--- src/rtl/regfile_write_scheduler_if.sv ---
// Bundles the ALU/load writeback requests and the register-file write port.
// The master side is the pipeline; the slave side is regfile_write_scheduler.
interface regfile_write_scheduler_if #(
    parameter int DATA_W   = 32,
    parameter int ADDR_W   = 4,
    parameter int NUM_REGS = 9
);
    logic                alu_valid;
    logic [ADDR_W-1:0]   alu_addr;
    logic [DATA_W-1:0]   alu_data;
    logic                mem_valid;
    logic                mem_ready;
    logic [ADDR_W-1:0]   mem_addr;
    logic [DATA_W-1:0]   mem_data;
    logic                writeEnable;
    logic [ADDR_W-1:0]   writeAddr;
    logic [DATA_W-1:0]   writeData;
    logic                init_done;
    logic [NUM_REGS-1:0] pending_mask;
    logic                err_addr;

    modport master (
        output alu_valid, alu_addr, alu_data, mem_valid, mem_addr, mem_data,
        input  mem_ready, writeEnable, writeAddr, writeData, init_done,
               pending_mask, err_addr
    );

    modport slave (
        input  alu_valid, alu_addr, alu_data, mem_valid, mem_addr, mem_data,
        output mem_ready, writeEnable, writeAddr, writeData, init_done,
               pending_mask, err_addr
    );
endinterface

--- src/rtl/regfile_write_scheduler.sv ---
// Arbitrates one regfile write port (ALU first, then queued loads), clears regs after reset.
// ALU latency 1 cycle, loads >= 2; loads backpressured via mem_ready when the queue is full.
module regfile_write_scheduler #(
    parameter int DATA_W    = 32,
    parameter int ADDR_W    = 4,
    parameter int NUM_REGS  = 9,
    parameter int MEM_DEPTH = 2
) (
    input  logic                      clk,
    input  logic                      reset,
    regfile_write_scheduler_if.slave  bus
);
    localparam int                CNT_W    = $clog2(MEM_DEPTH + 1);
    localparam logic [ADDR_W-1:0] LAST_REG = ADDR_W'(NUM_REGS - 1);
    localparam logic [CNT_W-1:0]  DEPTH_C  = CNT_W'(MEM_DEPTH);

    typedef enum logic {ST_INIT, ST_RUN} state_t;

    typedef struct packed {
        logic              live;
        logic [ADDR_W-1:0] addr;
        logic [DATA_W-1:0] data;
    } entry_t;

    state_t              state_q, state_d;
    logic [ADDR_W-1:0]   idx_q, idx_d;
    entry_t              queue_q [MEM_DEPTH];
    entry_t              queue_d [MEM_DEPTH];
    logic [CNT_W-1:0]    cnt_q, cnt_d;
    logic                we_q, we_d;
    logic [ADDR_W-1:0]   waddr_q, waddr_d;
    logic [DATA_W-1:0]   wdata_q, wdata_d;
    logic                init_done_q, init_done_d;
    logic [NUM_REGS-1:0] pending_q, pending_d;
    logic                err_q, err_d;

    logic run, mem_ready, alu_ok, alu_err, mem_fire, mem_ok, mem_err, pop;

    // Credit comes from the registered count only, so a pop never frees a slot early.
    assign run       = (state_q == ST_RUN);
    assign mem_ready = run && (cnt_q < DEPTH_C);
    assign alu_ok    = run && bus.alu_valid && (bus.alu_addr <= LAST_REG);
    assign alu_err   = run && bus.alu_valid && (bus.alu_addr > LAST_REG);
    assign mem_fire  = bus.mem_valid && mem_ready;
    assign mem_ok    = mem_fire && (bus.mem_addr <= LAST_REG);
    assign mem_err   = mem_fire && (bus.mem_addr > LAST_REG);
    assign pop       = run && !alu_ok && (cnt_q != '0);

    always_comb begin
        state_d     = state_q;
        idx_d       = idx_q;
        queue_d     = queue_q;
        cnt_d       = cnt_q;
        we_d        = 1'b0;
        waddr_d     = '0;
        wdata_d     = '0;
        init_done_d = init_done_q;
        err_d       = 1'b0;
        pending_d   = '0;

        case (state_q)
            ST_INIT: begin
                we_d    = 1'b1;
                waddr_d = idx_q;
                idx_d   = idx_q + ADDR_W'(1);
                if (idx_q == LAST_REG) begin
                    state_d     = ST_RUN;
                    init_done_d = 1'b1;
                end
            end
            default: begin
                err_d = alu_err || mem_err;
                if (alu_ok) begin
                    we_d    = 1'b1;
                    waddr_d = bus.alu_addr;
                    wdata_d = bus.alu_data;
                end else if (pop && queue_q[0].live) begin
                    we_d    = 1'b1;
                    waddr_d = queue_q[0].addr;
                    wdata_d = queue_q[0].data;
                end
            end
        endcase

        if (pop) begin
            for (int i = 0; i < MEM_DEPTH - 1; i++) begin
                queue_d[i] = queue_q[i+1];
            end
            queue_d[MEM_DEPTH-1] = '0;
            cnt_d = cnt_q - CNT_W'(1);
        end

        if (mem_ok) begin
            for (int i = 0; i < MEM_DEPTH; i++) begin
                if (CNT_W'(i) == cnt_d) begin
                    queue_d[i] = '{live: 1'b1, addr: bus.mem_addr, data: bus.mem_data};
                end
            end
            cnt_d = cnt_d + CNT_W'(1);
        end

        // The ALU write is younger than every queued load, including one accepted this cycle.
        if (alu_ok) begin
            for (int i = 0; i < MEM_DEPTH; i++) begin
                if (queue_d[i].addr == bus.alu_addr) begin
                    queue_d[i].live = 1'b0;
                end
            end
        end

        for (int i = 0; i < MEM_DEPTH; i++) begin
            for (int r = 0; r < NUM_REGS; r++) begin
                if (queue_d[i].live && (queue_d[i].addr == ADDR_W'(r))) begin
                    pending_d[r] = 1'b1;
                end
            end
        end
    end

    always_ff @(posedge clk) begin
        if (reset) begin
            state_q     <= ST_INIT;
            idx_q       <= '0;
            queue_q     <= '{default: '0};
            cnt_q       <= '0;
            we_q        <= 1'b0;
            waddr_q     <= '0;
            wdata_q     <= '0;
            init_done_q <= 1'b0;
            pending_q   <= '0;
            err_q       <= 1'b0;
        end else begin
            state_q     <= state_d;
            idx_q       <= idx_d;
            queue_q     <= queue_d;
            cnt_q       <= cnt_d;
            we_q        <= we_d;
            waddr_q     <= waddr_d;
            wdata_q     <= wdata_d;
            init_done_q <= init_done_d;
            pending_q   <= pending_d;
            err_q       <= err_d;
        end
    end

    assign bus.mem_ready    = mem_ready;
    assign bus.writeEnable  = we_q;
    assign bus.writeAddr    = waddr_q;
    assign bus.writeData    = wdata_q;
    assign bus.init_done    = init_done_q;
    assign bus.pending_mask = pending_q;
    assign bus.err_addr     = err_q;
endmodule

--- src/flat_wrapper.sv ---
// flat-port wrapper written by rule: the top's interface ports become plain ports
module regfile_write_scheduler_flat 
#(
    parameter int DATA_W    = 32,
    parameter int ADDR_W    = 4,
    parameter int NUM_REGS  = 9,
    parameter int MEM_DEPTH = 2
)
  (clk, reset, bus_alu_valid, bus_alu_addr, bus_alu_data, bus_mem_valid, bus_mem_addr, bus_mem_data, bus_mem_ready, bus_writeEnable, bus_writeAddr, bus_writeData, bus_init_done, bus_pending_mask, bus_err_addr);
  regfile_write_scheduler_if #(.DATA_W(DATA_W), .ADDR_W(ADDR_W), .NUM_REGS(NUM_REGS)) bus_i ();
  input  logic clk;
  input  logic reset;
  input wire logic [$bits(bus_i.alu_valid)-1:0] bus_alu_valid;
  input wire logic [$bits(bus_i.alu_addr)-1:0] bus_alu_addr;
  input wire logic [$bits(bus_i.alu_data)-1:0] bus_alu_data;
  input wire logic [$bits(bus_i.mem_valid)-1:0] bus_mem_valid;
  input wire logic [$bits(bus_i.mem_addr)-1:0] bus_mem_addr;
  input wire logic [$bits(bus_i.mem_data)-1:0] bus_mem_data;
  output wire logic [$bits(bus_i.mem_ready)-1:0] bus_mem_ready;
  output wire logic [$bits(bus_i.writeEnable)-1:0] bus_writeEnable;
  output wire logic [$bits(bus_i.writeAddr)-1:0] bus_writeAddr;
  output wire logic [$bits(bus_i.writeData)-1:0] bus_writeData;
  output wire logic [$bits(bus_i.init_done)-1:0] bus_init_done;
  output wire logic [$bits(bus_i.pending_mask)-1:0] bus_pending_mask;
  output wire logic [$bits(bus_i.err_addr)-1:0] bus_err_addr;
  assign bus_i.alu_valid = bus_alu_valid;
  assign bus_i.alu_addr = bus_alu_addr;
  assign bus_i.alu_data = bus_alu_data;
  assign bus_i.mem_valid = bus_mem_valid;
  assign bus_i.mem_addr = bus_mem_addr;
  assign bus_i.mem_data = bus_mem_data;
  assign bus_mem_ready = bus_i.mem_ready;
  assign bus_writeEnable = bus_i.writeEnable;
  assign bus_writeAddr = bus_i.writeAddr;
  assign bus_writeData = bus_i.writeData;
  assign bus_init_done = bus_i.init_done;
  assign bus_pending_mask = bus_i.pending_mask;
  assign bus_err_addr = bus_i.err_addr;
  regfile_write_scheduler #(.DATA_W(DATA_W), .ADDR_W(ADDR_W), .NUM_REGS(NUM_REGS), .MEM_DEPTH(MEM_DEPTH)) u_core (.clk(clk), .reset(reset), .bus(bus_i));
endmodule
--- config.mk ---
export PLATFORM = sky130hd
export DESIGN_NAME = regfile_write_scheduler_flat
export DESIGN_NICKNAME = d
export VERILOG_FILES = /design/src/rtl/regfile_write_scheduler_if.sv /design/src/rtl/regfile_write_scheduler.sv /design/src/flat_wrapper.sv
export SDC_FILE = /design/constraint.sdc
export NUM_CORES = 1
export LEC_CHECK = 0
export CORE_MARGIN = 4
export CORE_UTILIZATION = 45
export DETAILED_ROUTE_END_ITERATION = 7
export PLACE_DENSITY = 0.78
export SYNTH_ARGS = -nofsm -noshare
export SYNTH_HDL_FRONTEND = slang
export SYNTH_SLANG_ARGS = --single-unit
--- constraint.sdc ---
create_clock -name clk -period 4.7 [get_ports clk]
set_clock_uncertainty 0.15 [all_clocks]
set_input_delay 0.47 -clock clk [delete_from_list [all_inputs] [get_ports clk]]
set_output_delay 0.47 -clock clk [all_outputs]
set_load 0.05 [all_outputs]
==> impl_metrics.csv, run 1 <==
group,metric,value,unit
outcome,run_status,"finished clean",
critical_path,end_kind,"register",
place,hpwl,10.2,mm
logic_synthesis,synth_top_cell_by_area,"dfxtp_1",
cells_and_area,n_fill_cell,1010,
place,portBuffers,124,
critical_path,startpoint_type,"input port",
logic_synthesis,synth_area_leaders,"dfxtp_1 (47%), nand2_1 (7.2%), nor2_1 (6.6%)",
critical_path,criticalPathCategory,"in -> reg",
timing,finalCritPeriodShare,0.848,
clock_network,cts.sinks,129,
pwr,p_leak,0.00239,uW
logic_synthesis,synth_seq_cells,129,
logic_synthesis,synth_edf_count,0,
pwr,powerDensity,339,nW/um2
timing,rsz0062_at_grt,"no",
min_path,hp-start,"u_core.queue_q[23]",
clock_network,htree_levels,4,
logic_synthesis,ys_types,55,
drt,ant_nets,0,
min_path,whs_path_depth,2,
critical_path,crit_start,"bus_alu_addr[2]",
place,post-place-cells,868,
min_path,hold_path.class,"reg -> reg",
timing,period_minus_slack,3990,ps
logic_synthesis,synthCells,641,
clock_network,cts_tree,"built",
clock_network,clk_pin_slew,50,ps
clock_network,ctsHoldBuffers,0,
clock_network,cts_resized,0,
floorplan,die_w,119,um
clock_network,clk_latency,410,ps
logic_synthesis,synth_top_family_by_area,"simple AND/OR/NAND/NOR gates",
min_path,hold-path-endpoint,"u_core.queue_q[23]",
logic_synthesis,synth.area.mux_share,0.0100,
logic_synthesis,synth_compound_area_frac,0.207,
drt,num_vias,5052,
logic_synthesis,synth-xor-area-share,0.0159,
logic_synthesis,synthFlopType,"dfxtp_1",
drt,initialDrtViolationCount,472,
clock_network,cts_setup_buffers,0,
critical_path,r2r_slack,910,ps
logic_synthesis,ys_seq_area_frac,0.470,
timing,fin_tns_setup,0,ps
critical_path,r2r_cells,11,
critical_path,worstReg2RegEnd,"u_core.bus.pending_mask[5]",
logic_synthesis,syn_nets,722,
timing,max_freq,251,MHz
logic_synthesis,synth_fa_ha_area_frac,0.0114,
clock_network,root_buffer,"clkbuf_16",
global_routing,grt_usage,0.219,
timing,finalHoldViolations,0,
pwr,peakVddDrop,0.206,mV
timing,worst_slew_pin_slew,948,ps
drt,routed_wl,15.3,mm
job,max-cap-violations,0,
drt,drc,0,
floorplan,rows,40,
critical_path,worstPathArrival,4110,ps
critical_path,required,4820,ps
logic_synthesis,syn_area,5500,um2
logic_synthesis,synth_top_area_share,0.470,
timing,maxSlewViolCount,0,
clock_network,numCtsBuffers,17,
clock_network,clockBufferDepth,2,
floorplan,die_h,119,um
global_routing,antenna_found_initial,1,
global_routing,grt_pass1_vias,4854,
drt,wire_per_inst,17.0,um
logic_synthesis,synth_warnings,0,
cells_and_area,drive_above_1_share,0.0823,
logic_synthesis,synth_area_per_cell,8.58,um2
floorplan,start_util,0.458,
cells_and_area,finish.net_count,821,
floorplan,die_area,14100,um2
global_routing,overflow,0,
place,place.gp.congestion,0.891,
logic_synthesis,synth-simple-area-share,0.235,
global_routing,grt_pass1_wl,24.9,mm
timing,finalSetupViolations,0,
critical_path,regToRegStartpoint,"u_core.cnt_q[1]",
timing,max_slew_margin,0.368,
drt,first_pass_iters,4,
floorplan,ios,125,
critical_path,cp_max_fo,15,
logic_synthesis,async_flop_share,0,
floorplan,core_area,12000,um2
global_routing,grt_start_max_net_pins,91,
cells_and_area,finalNonFillerCells,901,
drt,via_per_inst,5.61,
cells_and_area,area_growth,33.3,%
final cells by class:
class	instances	area, um2	share of cell area
antenna	1	2.50	0.000341
clock buffer	24	492	0.0671
clock inverter	8	76.3	0.0104
inverter	9	33.8	0.00461
multi-input combinational	448	2640	0.360
sequential	129	2580	0.352
tap	147	184	0.0251
timing repair buffer	135	1320	0.180
state kept, by name, indices dropped and copies added (netlist names):
register / flops
u_core.idx_q: 4
u_core.run: 1
u_core.bus.writeAddr: 4
u_core.bus.init_done: 1
u_core.bus.err_addr: 1
u_core.cnt_q: 2
u_core.bus.writeData: 32
u_core.bus.pending_mask: 9
u_core.bus.writeEnable: 1
u_core.queue_q: 74
stage by stage:
stage | cell area [um2] | total power (uW) | setup WS (ps) | util | hold WS [ps]
after floorplan | 5500 | 1170 | 1340 | - | 298
after global placement | 6760 | 1260 | 459 | 0.563 | 303
after detailed placement | 6760 | 1260 | 334 | 0.563 | 309
after CTS | 7330 | 2500 | 746 | 0.610 | 317
after global routing | 7330 | 2560 | 399 | 0.610 | 335
final | 7330 | 2490 | 713 | 0.610 | 317
power breakdown:
group / switching (uW) / total (uW) / leakage, uW / internal (uW)
clock: 468 / 1250 / 0.000273 / 782
sequential: 4.55 / 1100 / 0.00104 / 1100
combinational: 58.8 / 132 / 0.00108 / 72.9
total: 532 / 2490 / 0.00239 / 1950
logic make-up (layout without fill, tap and decap cells):
| family | count (synthesis) | after routing |
|---|---|---|
| DFF | 129 | 129 |
| AOI/OAI and AO/OA | 142 | 142 |
| and+or+nand+nor | 286 | 286 |
| buffers and inverters | 64 | 176 |
| xor gates and xnor gates | 10 | 10 |
| muxes | 5 | 5 |
| adders and majority gates | 5 | 5 |
| other | 0 | 1 |
worst max path at each step:
stage                                             to  cells after the start  slack (ps)
after floorplan           u_core.bus.pending_mask[6]                     13        1340
after global placement    u_core.bus.pending_mask[6]                     12         460
after detailed placement  u_core.bus.pending_mask[5]                     11         330
after CTS                 u_core.bus.pending_mask[5]                     11         750
after global routing      u_core.bus.pending_mask[6]                     11         400
final                     u_core.bus.pending_mask[5]                     11         710
cells in the mapped netlist, types with 2 or more instances:
library cell and count:
ha_1 5, a311oi_1 32, mux2i_1 3, o41ai_1 3
buf_6 3, a31oi_1 5, nand4_1 10, buf_1 8
nor2_1 96, a2111oi_4 2, and2_1 3, nor2b_1 8
nand2b_1 4, clkbuf_1 29, inv_1 9, nand3_1 38
dfxtp_1 129, a31o_2 2, a222oi_1 3, o31ai_1 6
buf_2 15, nor3_1 3, and4_1 3, and3_1 3
xor2_1 2, xnor2_1 8, nand2_1 106, a31oi_2 2
o22ai_1 9, a21oi_1 36, a22oi_1 32
layer usage:
| layer | routed length, um | GRT usage | vias to the layer above |
|---|---|---|---|
| met5 | 0 | 0 | - |
| met4 | 357 | 0.102 | 0 |
| met3 | 770 | 0.0464 | 27 |
| met2 | 7340 | 0.360 | 174 |
| met1 | 6820 | 0.275 | 2376 |
| li1 | - | - | 2475 |
cell usage in the layout (no fill, tap or decap), drive strengths merged, types with 3 or more instances in the layout:
| cell type | Yosys | routed |
|---|---|---|
| nand2 | 106 | 106 |
| clkinvlp | 0 | 3 |
| o22ai | 9 | 9 |
| clkbuf | 29 | 24 |
| ha | 5 | 5 |
| clkdlybuf4s50 | 0 | 123 |
| a21oi | 36 | 36 |
| clkinv | 0 | 3 |
| dfxtp | 129 | 129 |
| a311oi | 32 | 32 |
| and4 | 3 | 3 |
| xnor2 | 8 | 8 |
| o41ai | 4 | 4 |
| a22oi | 32 | 32 |
| nand3 | 39 | 39 |
| nand2b | 4 | 4 |
| a31oi | 8 | 8 |
| inv | 9 | 10 |
| and3 | 3 | 3 |
| a222oi | 3 | 3 |
| and2 | 3 | 3 |
| mux2i | 4 | 4 |
| nand4 | 11 | 11 |
| nor2 | 96 | 96 |
| buf | 26 | 12 |
| a31o | 3 | 3 |
| o31ai | 7 | 7 |
| nor3 | 4 | 4 |
| nor2b | 8 | 8 |
worst max-delay path: stages:
cell and delay [ps]:
clkdlybuf4s50_1 590, or4b_1 670, nand3_2 140, nor2_1 50, a21oi_1 210, ha_1 310, nand3_2 390, a32oi_4 480
mux2i_1 210, and4_1 420, o22ai_1 160
Power figures use the tool's default switching activity.
==> run 2: changes to the inputs <==
==> constraint.sdc (replaced) <==
create_clock -name clk -period 4.15 [get_ports clk]
set_clock_uncertainty 0.15 [all_clocks]
set_input_delay 0.415 -clock clk [delete_from_list [all_inputs] [get_ports clk]]
set_output_delay 0.415 -clock clk [all_outputs]
set_load 0.05 [all_outputs]
==> impl_metrics.csv, run 2 (same netlist as run 1, synthesis figures left out) <==
group,metric,value,unit
timing,finalSetupViolations,0,
clock_network,clockBufferDepth,2,
pwr,power.internal,2370,uW
cells_and_area,mostFrequentLayoutCell,"dfxtp_1",
clock_network,ctsHoldBuffers,0,
clock_network,cts.sinks,129,
clock_network,numCtsBuffers,17,
timing,finalWorstSetupSlack,525,ps
critical_path,crit_start,"bus_alu_addr[0]",
place,portBuffers,124,
cells_and_area,top_register,"u_core.queue_q",
drt,num_vias,5237,
pwr,p_leak,0.00247,uW
drt,ant_nets,0,
clock_network,htree_levels,4,
critical_path,cp_max_fo,6,
critical_path,endpoint,"u_core.bus.pending_mask[6]",
critical_path,crit_chain,"clkdlybuf4s50_1 -> or4b_1 -> nand3_2 -> nor2_1 -> a21oi_1 -> ha_1 -> nand3_1 -> a31oi_2 -> xnor2_1 -> o41ai_1 -> o22ai_1",
place,hpwl,10.5,mm
drt,wire_per_inst,17.3,um
pwr,seqPwrFrac,0.420,
floorplan,start_util,0.458,
min_path,whs_path_depth,2,
drt,top_layer,"met4",
clock_network,cts_resized,0,
outcome,run_status,"finished clean",
floorplan,ios,125,
timing,max_freq,276,MHz
pwr,p_comb_frac,0.051,
timing,maxSlewViolCount,0,
critical_path,cp_num_buf_inv,1,
global_routing,antenna_found_initial,1,
global_routing,grt_start_max_net_pins,76,
clock_network,clk_latency,410,ps
critical_path,worstReg2RegEnd,"u_core.bus.pending_mask[6]",
cells_and_area,largest_reg_flops,74,
floorplan,die_area,14100,um2
pwr,clock_power_share,0.528,
critical_path,cp_top_family,"compound AO/OA/AOI/OAI gates",
clock_network,cts_setup_buffers,0,
timing,rsz0062_at_grt,"no",
timing,worst_slew_pin_slew,711,ps
drt,drc,0,
cells_and_area,utilization,0.621,
timing,hold_ws,270,ps
place,place.gp.congestion,0.964,
critical_path,cp_slowest_cell,"or4b_1",
timing,max_slew_margin,0.519,
critical_path,worstPathArrival,3740,ps
global_routing,overflow,0,
critical_path,cpPeakStageDelay,660,ps
timing,finalCritPeriodShare,0.873,
drt,dr_wl_met3,958,um
cells_and_area,mostFrequentLayoutCells,"dfxtp_1 (129), clkdlybuf4s50_1 (123), nand2_1 (106)",
clock_network,root_buffer,"clkbuf_16",
pwr,switching_share,0.205,
min_path,hp-start,"reset",
critical_path,end_kind,"register",
floorplan,rows,40,
critical_path,r2r_slack,530,ps
floorplan,core_area,12000,um2
min_path,hold_path.class,"in -> reg",
drt,met2WireLength,7.40,mm
clock_network,cts_tree,"built",
critical_path,r2r_cells,11,
critical_path,criticalPathCategory,"in -> reg",
pwr,powerDensity,399,nW/um2
drt,met1_length,6.91,mm
drt,first_pass_iters,5,
timing,period_minus_slack,3620,ps
timing,finalHoldViolations,0,
drt,routed_wl,15.8,mm
cells_and_area,area_growth,35.6,%
critical_path,startpoint_type,"input port",
drt,via_per_inst,5.75,
critical_path,required,4270,ps
floorplan,die_h,119,um
pwr,p_sw,609,uW
cells_and_area,drive_above_1_share,0.0919,
global_routing,grt_pass1_wl,25.6,mm
cells_and_area,finish.net_count,830,
cells_and_area,finalNonFillerCells,910,
timing,fin_tns_setup,0,ps
place,post-place-cells,877,
global_routing,grt_usage,0.226,
drt,initialDrtViolationCount,443,
floorplan,die_w,119,um
global_routing,grt_pass1_vias,5063,
place,dp_slack,208,ps
cells_and_area,n_fill_cell,1007,
critical_path,regToRegStartpoint,"u_core.cnt_q[1]",
critical_path,path_depth,11,
clock_network,clk_pin_slew,60,ps
pwr,peakVddDrop,0.205,mV
job,max-cap-violations,0,
==> run 2: cell types whose count changed in the layout (fill, tap and decap cells not counted), sizes merged <==
cell      change
buf           +9
bufinv        +3
clkbuf        -1
clkinv        +1
clkinvlp      -2
inv           -1
==> run 2: how the worst min path moves through the flow <==
stage	end	slack [ps]
floorplan	u_core.queue_q[0]	300
global placement	u_core.queue_q[20]	300
detailed placement	u_core.queue_q[7]	310
CTS	u_core.queue_q[33]	250
global route	u_core.queue_q[34]	290
finish	u_core.cnt_q[1]	270
==> run 2: through the flow <==
stage / total power (uW) / instance area [um2]
after global routing: 3050 / 7450
after CTS: 2980 / 7450
after global placement: 1420 / 6830
final: 2970 / 7450
after detailed placement: 1430 / 6830
after floorplan: 1330 / 5500
==> run 2: routing by layer <==
| metal | up-vias | GRT usage |
|---|---|---|
| met5 | - | 0 |
| met4 | 0 | 0.106 |
| met3 | 35 | 0.0550 |
| met2 | 203 | 0.360 |
| met1 | 2508 | 0.290 |
| li1 | 2491 | - |
==> run 2: power groups by stage <==
stage	logic [uW]	registers (uW)	clock network, uW
2_1_floorplan	44.1	1280	0
3_3_place_gp	148	1280	0
3_5_place_dp	149	1280	0
4_1_cts	152	1250	1580
5_1_grt	163	1250	1630
6_report	153	1250	1570
==> run 2: cell type report <==
type | count | area [um2] | area share
inverters | 9 | 33.8 | 0.00453
clock inverters | 9 | 155 | 0.0208
repair buffers | 144 | 1390 | 0.186
flip-flops and latches | 129 | 2580 | 0.346
diodes | 1 | 2.50 | 0.000336
well taps | 147 | 184 | 0.0247
multi-input cells | 448 | 2640 | 0.354
clock buffers | 23 | 468 | 0.0628
